--- src/rtl/apb_pkg.sv ---
// Shared types and helpers for the APB register completer.
package apb_pkg;

  typedef enum logic [1:0] {
    IDLE   = 2'd0,
    SETUP  = 2'd1,
    ACCESS = 2'd2
  } apb_state_e;

  localparam logic APB_RESP_OKAY   = 1'b0;
  localparam logic APB_RESP_SLVERR = 1'b1;

  localparam int unsigned WAIT_W = 4;

  // Expands up to four byte strobes into a 32-bit lane mask.
  function automatic logic [31:0] strb_to_mask(input logic [3:0] strb);
    logic [31:0] m;
    for (int b = 0; b < 4; b++) begin
      m[b*8 +: 8] = {8{strb[b]}};
    end
    return m;
  endfunction

endpackage

--- src/rtl/apb_reg_bank.sv ---
// Register storage with byte-lane writes, read-only overlay and read mux.
module apb_reg_bank
  import apb_pkg::*;
#(
  parameter int unsigned          DATA_W    = 32,
  parameter int unsigned          NUM_REGS  = 8,
  parameter int unsigned          IDX_W     = 30,
  parameter logic [NUM_REGS-1:0]  RO_MASK   = '0,
  parameter logic [DATA_W-1:0]    RESET_VAL = '0
) (
  input  logic                         pclk,
  input  logic                         presetn,
  input  logic [IDX_W-1:0]             idx_i,
  input  logic                         wr_en_i,
  input  logic [DATA_W-1:0]            wdata_i,
  input  logic [DATA_W/8-1:0]          strb_i,
  input  logic [NUM_REGS*DATA_W-1:0]   ro_i,
  output logic [DATA_W-1:0]            rd_data_o,
  output logic                         in_range_o,
  output logic                         is_ro_o,
  output logic [NUM_REGS*DATA_W-1:0]   reg_o,
  output logic [NUM_REGS-1:0]          wr_pulse_o
);

  logic [DATA_W-1:0]   regs_q [NUM_REGS];
  logic [NUM_REGS-1:0] wr_pulse_q;
  logic [NUM_REGS-1:0] sel_d;
  logic [31:0]         mask_full;
  logic [DATA_W-1:0]   mask;

  assign mask_full = strb_to_mask(4'(strb_i));
  assign mask      = mask_full[DATA_W-1:0];

  assign in_range_o = ({1'b0, idx_i} < (IDX_W+1)'(NUM_REGS));

  always_comb begin
    sel_d     = '0;
    is_ro_o   = 1'b0;
    rd_data_o = '0;
    for (int i = 0; i < NUM_REGS; i++) begin
      if (idx_i == IDX_W'(i)) begin
        sel_d[i]  = 1'b1;
        is_ro_o   = RO_MASK[i];
        rd_data_o = RO_MASK[i] ? ro_i[i*DATA_W +: DATA_W] : regs_q[i];
      end
    end
  end

  // RO entries never take a write, so they hold RESET_VAL on reg_o.
  always_ff @(posedge pclk or negedge presetn) begin
    if (!presetn) begin
      for (int i = 0; i < NUM_REGS; i++) regs_q[i] <= RESET_VAL;
      wr_pulse_q <= '0;
    end else begin
      for (int i = 0; i < NUM_REGS; i++) begin
        if (wr_en_i && sel_d[i] && !RO_MASK[i]) begin
          regs_q[i] <= (regs_q[i] & ~mask) | (wdata_i & mask);
        end
      end
      wr_pulse_q <= wr_en_i ? sel_d : '0;
    end
  end

  for (genvar g = 0; g < NUM_REGS; g++) begin : g_reg_o
    assign reg_o[g*DATA_W +: DATA_W] = regs_q[g];
  end

  assign wr_pulse_o = wr_pulse_q;

endmodule

--- src/rtl/apb_reg_completer.sv ---
// APB4 completer: transfer FSM and wait counter in front of apb_reg_bank.
//   state  | meaning
//   IDLE   | no transfer; waiting for psel with penable low
//   SETUP  | request latched; waiting for penable
//   ACCESS | counting wait states, then one pready cycle
module apb_reg_completer
  import apb_pkg::*;
#(
  parameter int unsigned          ADDR_W      = 32,
  parameter int unsigned          DATA_W      = 32,
  parameter int unsigned          NUM_REGS    = 8,
  parameter int unsigned          WAIT_STATES = 0,
  parameter logic [NUM_REGS-1:0]  RO_MASK     = '0,
  parameter logic [DATA_W-1:0]    RESET_VAL   = '0
) (
  input  logic                         pclk,
  input  logic                         presetn,
  input  logic                         psel,
  input  logic                         penable,
  input  logic [ADDR_W-1:0]            paddr,
  input  logic                         pwrite,
  input  logic [DATA_W-1:0]            pwdata,
  input  logic [DATA_W/8-1:0]          pstrb,
  output logic [DATA_W-1:0]            prdata,
  output logic                         pready,
  output logic                         pslverr,
  output logic [NUM_REGS*DATA_W-1:0]   reg_o,
  input  logic [NUM_REGS*DATA_W-1:0]   ro_i,
  output logic [NUM_REGS-1:0]          wr_pulse_o
);

  localparam int unsigned OFF_W = $clog2(DATA_W/8);
  localparam int unsigned IDX_W = ADDR_W - OFF_W;

  apb_state_e            state_q;
  logic [WAIT_W-1:0]     wait_cnt_q;
  logic [IDX_W-1:0]      idx_q;
  logic                  write_q;
  logic [DATA_W-1:0]     wdata_q;
  logic [DATA_W/8-1:0]   strb_q;
  logic                  pready_q;
  logic                  pslverr_q;
  logic [DATA_W-1:0]     prdata_q;

  logic                  complete_d;
  logic                  err_d;
  logic                  wr_en_d;
  logic [DATA_W-1:0]     prdata_d;
  logic [DATA_W-1:0]     rd_data;
  logic                  in_range;
  logic                  is_ro;

  if (OFF_W > 0) begin : g_unused_off
    logic unused_addr_bits;
    assign unused_addr_bits = ^paddr[OFF_W-1:0];
  end

  // The edge that raises pready also commits the write and captures read data.
  assign complete_d = psel && penable && !pready_q &&
                      (((state_q == SETUP)  && (wait_cnt_q == '0)) ||
                       ((state_q == ACCESS) && (wait_cnt_q == WAIT_W'(1))));
  assign err_d      = !in_range || (write_q && is_ro);
  assign wr_en_d    = complete_d && write_q && !err_d;
  assign prdata_d   = (!write_q && in_range) ? rd_data : '0;

  always_ff @(posedge pclk or negedge presetn) begin
    if (!presetn) begin
      state_q    <= IDLE;
      wait_cnt_q <= '0;
      idx_q      <= '0;
      write_q    <= 1'b0;
      wdata_q    <= '0;
      strb_q     <= '0;
      pready_q   <= 1'b0;
      pslverr_q  <= APB_RESP_OKAY;
      prdata_q   <= '0;
    end else begin
      pready_q  <= 1'b0;
      pslverr_q <= APB_RESP_OKAY;
      prdata_q  <= '0;
      if (complete_d) begin
        pready_q  <= 1'b1;
        pslverr_q <= err_d ? APB_RESP_SLVERR : APB_RESP_OKAY;
        prdata_q  <= prdata_d;
      end
      case (state_q)
        IDLE: begin
          if (psel && !penable) begin
            idx_q      <= paddr[ADDR_W-1:OFF_W];
            write_q    <= pwrite;
            wdata_q    <= pwdata;
            strb_q     <= pstrb;
            wait_cnt_q <= WAIT_W'(WAIT_STATES);
            state_q    <= SETUP;
          end
        end
        SETUP: begin
          if (!psel)        state_q <= IDLE;
          else if (penable) state_q <= ACCESS;
        end
        ACCESS: begin
          if (pready_q) begin
            if (psel && !penable) begin
              idx_q      <= paddr[ADDR_W-1:OFF_W];
              write_q    <= pwrite;
              wdata_q    <= pwdata;
              strb_q     <= pstrb;
              wait_cnt_q <= WAIT_W'(WAIT_STATES);
              state_q    <= SETUP;
            end else begin
              state_q <= IDLE;
            end
          end else if (!psel) begin
            state_q <= IDLE;
          end else if (wait_cnt_q != '0) begin
            wait_cnt_q <= wait_cnt_q - WAIT_W'(1);
          end
        end
        default: state_q <= IDLE;
      endcase
    end
  end

  apb_reg_bank #(
    .DATA_W    (DATA_W),
    .NUM_REGS  (NUM_REGS),
    .IDX_W     (IDX_W),
    .RO_MASK   (RO_MASK),
    .RESET_VAL (RESET_VAL)
  ) u_bank (
    .pclk       (pclk),
    .presetn    (presetn),
    .idx_i      (idx_q),
    .wr_en_i    (wr_en_d),
    .wdata_i    (wdata_q),
    .strb_i     (strb_q),
    .ro_i       (ro_i),
    .rd_data_o  (rd_data),
    .in_range_o (in_range),
    .is_ro_o    (is_ro),
    .reg_o      (reg_o),
    .wr_pulse_o (wr_pulse_o)
  );

  assign prdata  = prdata_q;
  assign pready  = pready_q;
  assign pslverr = pslverr_q;

endmodule

--- config.mk ---
export PLATFORM = sky130hd
export DESIGN_NAME = apb_reg_completer
export DESIGN_NICKNAME = d
export VERILOG_FILES = /design/src/rtl/apb_pkg.sv /design/src/rtl/apb_reg_bank.sv /design/src/rtl/apb_reg_completer.sv
export SDC_FILE = /design/constraint.sdc
export NUM_CORES = 1
export LEC_CHECK = 0
export BUFFER_PORTS_ARGS = -buffer_cell sky130_fd_sc_hd__buf_2
export CAP_MARGIN = 20
export CORE_AREA = 2 2 241 243
export CTS_CLUSTER_SIZE = 25
export DETAILED_ROUTE_END_ITERATION = 8
export DIE_AREA = 0 0 243 245
export SLEW_MARGIN = 20
export SYNTH_ARGS = -nofsm -noshare
export SYNTH_HDL_FRONTEND = slang
export SYNTH_SLANG_ARGS = --single-unit
--- constraint.sdc ---
create_clock -name pclk -period 3.5 [get_ports pclk]
set_input_delay 0.7 -clock pclk [delete_from_list [all_inputs] [get_ports pclk]]
set_output_delay 0.7 -clock pclk [all_outputs]
set_load 0.02 [all_outputs]
[After elaboration in Yosys (flattened, before gate mapping)]
Cells that the tools add are included.
Word-level totals
  flip-flop bits (word level): 371
  latch bits: 0
  bits in writable memories: 0
  ROM bits: 0
  input port bits: 329
  output and inout bits: 298
  memories kept: 0
Cells by class
  add/sub/neg operators: 1
  $mul: 0
  div/mod/pow operators: 0
  magnitude comparators: 1
  eq/ne operators: 16
  shifts and indexed selects: 0
  mux-type cells: 46
  bitwise gates (word level): 18
  reduce and logical (&&, ||, !) cells: 29
Operator list (number)
  two-way mux 32 bit: 12
  bitwise AND 32 bit: 9
  OR 32 bit: 8
  equality test 30 x 3 -> 1 bit (second input constant): 4
  one-hot mux 32 bit (2 select lines): 1
  equality test 30 x 2 -> 1 bit (second input constant): 2
  two-way mux 30 bit: 2
  one-hot mux 30 bit (2 select lines): 1
  inverter 32 bit: 1
  equality test 30 x 1 -> 1 bit (second input constant): 1
  logical NOT 30 bit: 1
  less-than comparator 30 x 4 -> 1 bit (second input constant): 1
  two-way mux 4 bit: 6
  logical AND 1 bit: 17
  one-hot mux 4 bit (2 select lines): 2
  two-way mux 1 bit: 14
  two-way mux 2 bit: 5
  inequality test 3 bit (second input constant): 3
  two-way mux 8 bit: 1
  one-hot mux 2 bit (3 select lines): 1
  AND reduction 3 bit: 2
  equality test 4 x 1 -> 1 bit (second input constant): 1
  logical NOT 4 bit: 1
  inequality test 2 bit (second input constant): 2
  11 further kinds: 13

[Depth between registers and ports, before layout]
Gate-level depths: netlist of run 1.
  depth after elaboration: 11
  gate-level depth with buffers: 9
  gate-level depth less buffers: 7

[Hierarchy]
Synthesis of run 1 repeated with hierarchy kept, for this count alone.
Second synthesis, totals
  cell total of the unflattened synthesis: 1225
  area, all modules: 16624.7 um^2
Modules (own cells, without submodules)
  apb_reg_bank: instances 1, cells an instance 964, area each 12493.2 um^2
  apb_reg_completer: instances 1, cells an instance 261, area each 4131.5 um^2

[Least setup slack after synthesis of run 1]
OpenSTA, ideal clock, no wires.
  path kind: register to register
  from: reg wait_cnt_q[0]
  to: reg (tool-made name)
  library setup time: 0.125 ns
  arrival time: 2.212 ns
  setup slack: 1.163 ns
  stages on the path, launching flop included: 9
  path buffers: 2
  cell sequence: dfrtp_1 inv_1 ha_1 nand3b_1 a2111o_1 buf_6 buf_6 nor4_4 mux2_2
RTL lines
  start: declaration: RTL line apb_reg_completer.sv:36  | logic [WAIT_W-1:0] wait_cnt_q;
  start signal: assignment: RTL line apb_reg_completer.sv:93  | wait_cnt_q <= WAIT_W'(WAIT_STATES);
  start signal: assignment: RTL line apb_reg_completer.sv:108  | wait_cnt_q <= WAIT_W'(WAIT_STATES);
  start signal: assignment: RTL line apb_reg_completer.sv:116  | wait_cnt_q <= wait_cnt_q - WAIT_W'(1);

==> flow_metrics.py, run 1 <==
metrics = {
    "global_routing": {
        "grt_pass1_wl_um": 87530,
        "track_usage_pct": 20.00,
        "antenna_found_initial": 3,
        "grt_pass1_vias": 12775,
        "grt_remaining_overflow": 0,
        "grt_start_max_net_pins": 81,
    },
    "worst_setup_path": {
        "cp_max_fo": 17,
        "crit_required_ns": 3.94,
        "worstSetupEndpointType": "flip-flop",
        "arrival_ns": 3.47,
        "crit_type": "reg -> reg",
        "start_kind": "flip-flop",
    },
    "route": {
        "firstDrtPassIters": 6,
        "via_count": 12257,
        "wl_per_cell_um": 24.72,
        "drtIter0Drc": 666,
        "drcViolationCount": 0,
        "avgViaCountPerCell": 5.025,
        "drt-total-wl_um": 60280,
        "drtAntennaViolNets": 0,
    },
    "pwr": {
        "power.share.switching_pct": 27.05,
        "intPower_uw": 7724,
        "pwr-share-clk_pct": 44.5,
        "power.density_nw_per_um2": 494.4,
        "comb_power_share_pct": 10.5,
        "p_sw_uw": 2864,
        "seq_power_share_pct": 45.1,
        "p_leak_uw": 0.01107,
        "ir_drop_uv": 299.3,
    },
    "die": {
        "die_area_sq_um": 59540,
        "initial_core_util_pct": 29.06,
        "fp-row-count": 88,
        "core_area_sq_um": 57030,
        "die_h_um": 245,
        "ios": 627,
        "die_x_um": 243,
    },
    "synth": {
        "ys_ff_latch": 371,
        "yosysWarnings": 0,
        "ys_types": 47,
        "synth_simple_gate_area_share_pct": 9.943,
        "syn_inst": 1201,
        "synth_xor_area_share_pct": 0,
        "synth_area_sq_um": 16570,
        "synth-compound-area-share_pct": 7.414,
        "synth.largest_area_cell": "dfrtp_1",
        "ys_seq_area_share_pct": 56.02,
        "yosysTopAreaCellShare_pct": 56.02,
        "synth_fa_ha_area_share_pct": 0.1510,
        "ys.flop_type": "dfrtp_1",
        "synth.area.mux_share_pct": 24.46,
        "synth-edff-count": 0,
        "synthArstFlopShare_pct": 100.0,
        "synthTopCellsByArea": "dfrtp_1 56%, mux2_2 23%, nor4_4 4.1%, o32ai_1 1.4%, nand2_1 1.3%",
        "syn_avg_cell_area_sq_um": 13.80,
        "syn_nets": 1532,
        "synth_top_family_by_area": "multiplexers",
    },
    "timing": {
        "final_max_slew_viol_count": 0,
        "setup_tns_ns": 0,
        "tightestPinTransition_ns": 0.8953,
        "finClkSkew_ns": 0.02623,
        "finalWorstSetupSlack_ns": 0.4697,
        "rsz0062_at_grt": "false",
        "hold_violations": 0,
        "fin_crit_sh_pct": 86.58,
        "max_freq_mhz": 330.0,
        "setup_viol": 0,
        "layout_min_cycle_time_ns": 3.030,
        "slew_headroom_pct": 40.10,
    },
    "worst_hold_path": {
        "hold_class": "in -> async",
    },
    "final_layout": {
        "layout-drive-gt1-share_pct": 55.42,
        "area_growth_pct": 29.23,
        "fin_nets": 1970,
        "fill_cells": 5528,
        "layout_common_cells": "368 x dfrtp_1, 367 x buf_2, 344 x mux2_2",
        "final_common_cell": "dfrtp_1",
    },
    "run": {
        "maxCapViolations": 0,
    },
    "placed_design": {
        "gp_congestion": 0.7974,
        "place_ws_ns": 0.4715,
        "io_buffers": 368,
        "dpl.hpwl_um": 41950,
    },
    "cts": {
        "cts-htree-levels": 2,
        "clk_latency_ns": 0.57,
        "root_buffer": "clkbuf_16",
        "cts.sinks": 371,
        "postCtsHoldBufs": 0,
        "cts_tree": "done",
        "cts_buffers": 42,
        "cts_setup_buffers": 0,
        "clock_path_buffers": 3,
        "cts_resized": 0,
        "clk_pin_slew_ns": 0.06,
    },
    "run_status": {
        "outcome": "completed",
    },
}
[power groups by stage]
stage	Combinational [uW]	Clock [uW]	Sequential, uW
after global placement	1100	0	4830
after detailed placement	1120	0	4840
after CTS	1120	4840	4770
after floorplan	615	0	4660
after global routing	1190	5020	4800
final	1110	4710	4770
[layer usage]
metal	track usage (%)	part of all wire (%)	up-vias
li1	-	-	5392
met1	26.18	43	6339
met2	32.89	48	431
met3	3.969	6.0	95
met4	7.182	2.8	0
met5	0	0	-
[synthesized netlist by cell type (9+ instances only)]
cell type / n
dfrtp_1: 371
mux2_2: 344
nand2_1: 58
clkbuf_1: 50
a21oi_1: 40
nor2_1: 34
nor4_4: 32
o21ai_0: 32
a22oi_1: 26
o32ai_1: 26
nand3_1: 24
mux2i_1: 18
a221oi_1: 15
o2bb2ai_1: 12
nor4_1: 10
nand3b_1: 9
[worst max-delay path, stage by stage (launching register included)]
cell and delay, ns:
dfrtp_1 0.37, nor4_1 0.57, buf_4 0.24, nand3_4 0.37, nor4_4 0.72, buf_4 0.27, mux2_2 0.33
[stage by stage]
| step | instance area, sq um | total power, uW | std cells | hold slack, ns | utilization (%) |
|---|---|---|---|---|---|
| 2_1_floorplan | 16570 | 5279 | 1201 | 0.4044 | - |
| 3_3_place_gp | 19930 | 5930 | 2360 | 0.4895 | 34.95 |
| 3_5_place_dp | 19930 | 5959 | 2360 | 0.4939 | 34.95 |
| 4_1_cts | 21410 | 10720 | 2436 | 0.1300 | 37.54 |
| 5_1_grt | 21410 | 11020 | 2436 | 0.1777 | 37.54 |
| 6_report | 21420 | 10590 | 2439 | 0.1341 | 37.55 |
[kinds of logic (layout without fill, tap and decap cells)]
logic type	count (synthesis)	in the layout
and+or+nand+nor	218	218
DFF	371	371
other	0	3
AOI/OAI and AO/OA	175	175
adders and majority gates	2	2
buffers and inverters	73	543
muxes	362	362
[area by class of cell]
class / instances / area, sq um / share of cell area, %
Timing Repair Buffer: 463 / 2653 / 12.39
Clock inverter: 14 / 209.0 / 0.9756
Multi-Input combinational cell: 757 / 7013 / 32.75
Sequential cell: 371 / 9295 / 43.40
Clock buffer: 62 / 1267 / 5.918
Antenna cell: 3 / 7.507 / 0.03505
Tap cell: 765 / 957.2 / 4.469
Inverter: 4 / 15.01 / 0.07011
[worst paths after layout]
check,start,endpoint,slack [ns],cells past startpoint
max in group asynchronous,presetn,async pin,2.39,2
worst min-delay path,presetn,wdata_q[0],0.13,1
worst max register to register,idx_q[22],flip-flop,0.47,6
worst min register to register,idx_q[22],idx_q[22],0.50,1
min in group pclk,pwdata[3],wdata_q[3],0.36,2
worst max-delay path,idx_q[22],flip-flop,0.47,6
(Power assumes the default switching activity.)
==> run 2: changes to the inputs <==
Clock period 3.5 ns to 3.07 ns, I/O delays scaled along.
==> run 2 against run 1 <==
Core utilization about the same. Worst hold slack got worse by 0.078 ns. Critical path type unchanged. Via count increased by 0.30%. Total power increased by 12%. Global-route usage decreased by 0.17 points. Combinational power increased by 15%. Highest routed layer unchanged. Critical path depth increased by 3.
==> flow_metrics.py, run 2 (same netlist as run 1, synthesis figures left out) <==
metrics = {
    "run_status": {
        "outcome": "completed",
    },
    "pwr": {
        "p_total_uw": 11880,
        "ir_drop_uv": 360.6,
        "seq_power_share_pct": 45.9,
        "p_leak_uw": 0.01107,
        "power.share.switching_pct": 27.26,
        "p_sw_uw": 3237,
        "power.density_nw_per_um2": 554.7,
        "intPower_uw": 8639,
        "comb_power_share_pct": 10.8,
        "pwr-share-clk_pct": 43.4,
    },
    "worst_setup_path": {
        "cp_max_fo": 36,
        "crit_type": "reg -> reg",
        "arrival_ns": 3.07,
        "start_kind": "flip-flop",
        "crit_required_ns": 3.50,
        "worstSetupEndpointType": "flip-flop",
    },
    "route": {
        "drtIter0Drc": 730,
        "avgViaCountPerCell": 5.051,
        "drcViolationCount": 0,
        "drtAntennaViolNets": 0,
        "wl_per_cell_um": 24.64,
        "firstDrtPassIters": 5,
        "drt-total-wl_um": 59980,
        "via_count": 12294,
    },
    "global_routing": {
        "grt_pass1_wl_um": 86780,
        "grt_pass1_vias": 12740,
        "grt_remaining_overflow": 0,
        "grt_start_max_net_pins": 76,
        "antenna_found_initial": 1,
        "track_usage_pct": 19.82,
    },
    "final_layout": {
        "final_common_cell": "dfrtp_1",
        "fin_nets": 1971,
        "final_cells": 2434,
        "antennaDiodeCount": 0,
        "final_core_util_pct": 37.54,
        "layout-drive-gt1-share_pct": 55.18,
        "seqCellArea_sq_um": 9295,
        "layout_common_cells": "368 x dfrtp_1, 367 x buf_2, 344 x mux2_2",
        "area_growth_pct": 29.18,
        "fill_cells": 5639,
        "multiInputGateArea_sq_um": 7013,
    },
    "die": {
        "initial_core_util_pct": 29.06,
        "die_h_um": 245,
        "die_area_sq_um": 59540,
        "core_area_sq_um": 57030,
        "fp-row-count": 88,
        "ios": 627,
        "die_x_um": 243,
    },
    "placed_design": {
        "gp_congestion": 0.8150,
        "dp.cells": 2360,
        "io_buffers": 368,
        "dpl.hpwl_um": 41990,
    },
    "cts": {
        "cts-htree-levels": 2,
        "cts.sinks": 371,
        "root_buffer": "clkbuf_16",
        "postCtsHoldBufs": 0,
        "clk_pin_slew_ns": 0.06,
        "clk_latency_ns": 0.57,
        "cts_setup_buffers": 0,
        "cts_buffers": 43,
        "cts_tree": "done",
        "clock_path_buffers": 3,
        "cts_resized": 0,
    },
    "timing": {
        "setup_viol": 0,
        "finClkSkew_ns": 0.01949,
        "max_freq_mhz": 379.6,
        "setup_tns_ns": 0,
        "final_max_slew_viol_count": 0,
        "slew_headroom_pct": 47.62,
        "layout_min_cycle_time_ns": 2.634,
        "fin_crit_sh_pct": 85.81,
        "tightestPinTransition_ns": 0.7823,
        "hold_violations": 0,
        "rsz0062_at_grt": "false",
    },
    "run": {
        "maxCapViolations": 0,
    },
    "worst_hold_path": {
        "hold_class": "in -> async",
    },
}
-- run 2: cell count changes in the layout (fill, tap and decap cells not counted), moves of 3 or more --
cell,before,now
buf_12,7,13
buf_4,88,82
clkbuf_8,12,7
clkbuf_1,7,10
diode_2,3,0
-- run 2: power groups by stage --
stage	Sequential, uW	Combinational [uW]	Clock, uW
3_5_place_dp	5530	1290	0
2_1_floorplan	5320	701	0
3_3_place_gp	5520	1270	0
5_1_grt	5490	1370	5480
4_1_cts	5440	1290	5300
6_report	5450	1280	5150
-- run 2: layout make-up --
cell class	instances	share of cell area [%]
Clock buffer	62	5.885
Clock inverter	12	0.6546
Inverter	4	0.07013
Multi-Input combinational cell	757	32.76
Sequential cell	371	43.42
Tap cell	765	4.471
Timing Repair Buffer	463	12.74
-- run 2: per-stage QoR --
| stage | setup slack, ns | hold slack (ns) | area [sq um] |
|---|---|---|---|
| finish | 0.4357 | 0.05644 | 21410 |
| global route | 0.2615 | 0.07999 | 21410 |
| CTS | 0.4089 | 0.06233 | 21410 |
| detailed placement | 0.4111 | 0.4947 | 20010 |
| global placement | 0.4433 | 0.4898 | 20010 |
| floorplan | 0.7330 | 0.3184 | 16570 |
-- run 2: routing by layer --
| metal | vias up | wire length, um | GRT usage [%] | share of wire [%] |
|---|---|---|---|---|
| met2 | 439 | 28610 | 32.66 | 48 |
| met3 | 100 | 3761 | 4.341 | 6.3 |
| met1 | 6363 | 25830 | 25.61 | 43 |
| met4 | 0 | 1779 | 7.272 | 3.0 |
| met5 | - | 0 | 0 | 0 |
| li1 | 5392 | - | - | - |
-- run 2: critical path, cell delays in order, from the launching register on --
cell      delay, ns
dfrtp_1        0.43
inv_1          0.10
ha_1           0.21
nand3b_1       0.09
a2111o_2       0.46
buf_12         0.25
inv_1          0.16
nand4_1        0.15
buf_4          0.28
o32ai_1        0.35
-- run 2: worst paths after layout --
check | start | endpoint | slack (ns) | cells past startpoint
max in group asynchronous | presetn | wdata_q[20] | 2.11 | 3
min in group pclk | pwdata[8] | wdata_q[8] | 0.28 | 2
worst min register to register | idx_q[7] | idx_q[7] | 0.51 | 1
worst max-delay path | wait_cnt_q[0] | prdata[17] | 0.44 | 9
worst min-delay path | presetn | async pin | 0.06 | 1
worst max register to register | wait_cnt_q[0] | prdata[17] | 0.44 | 9
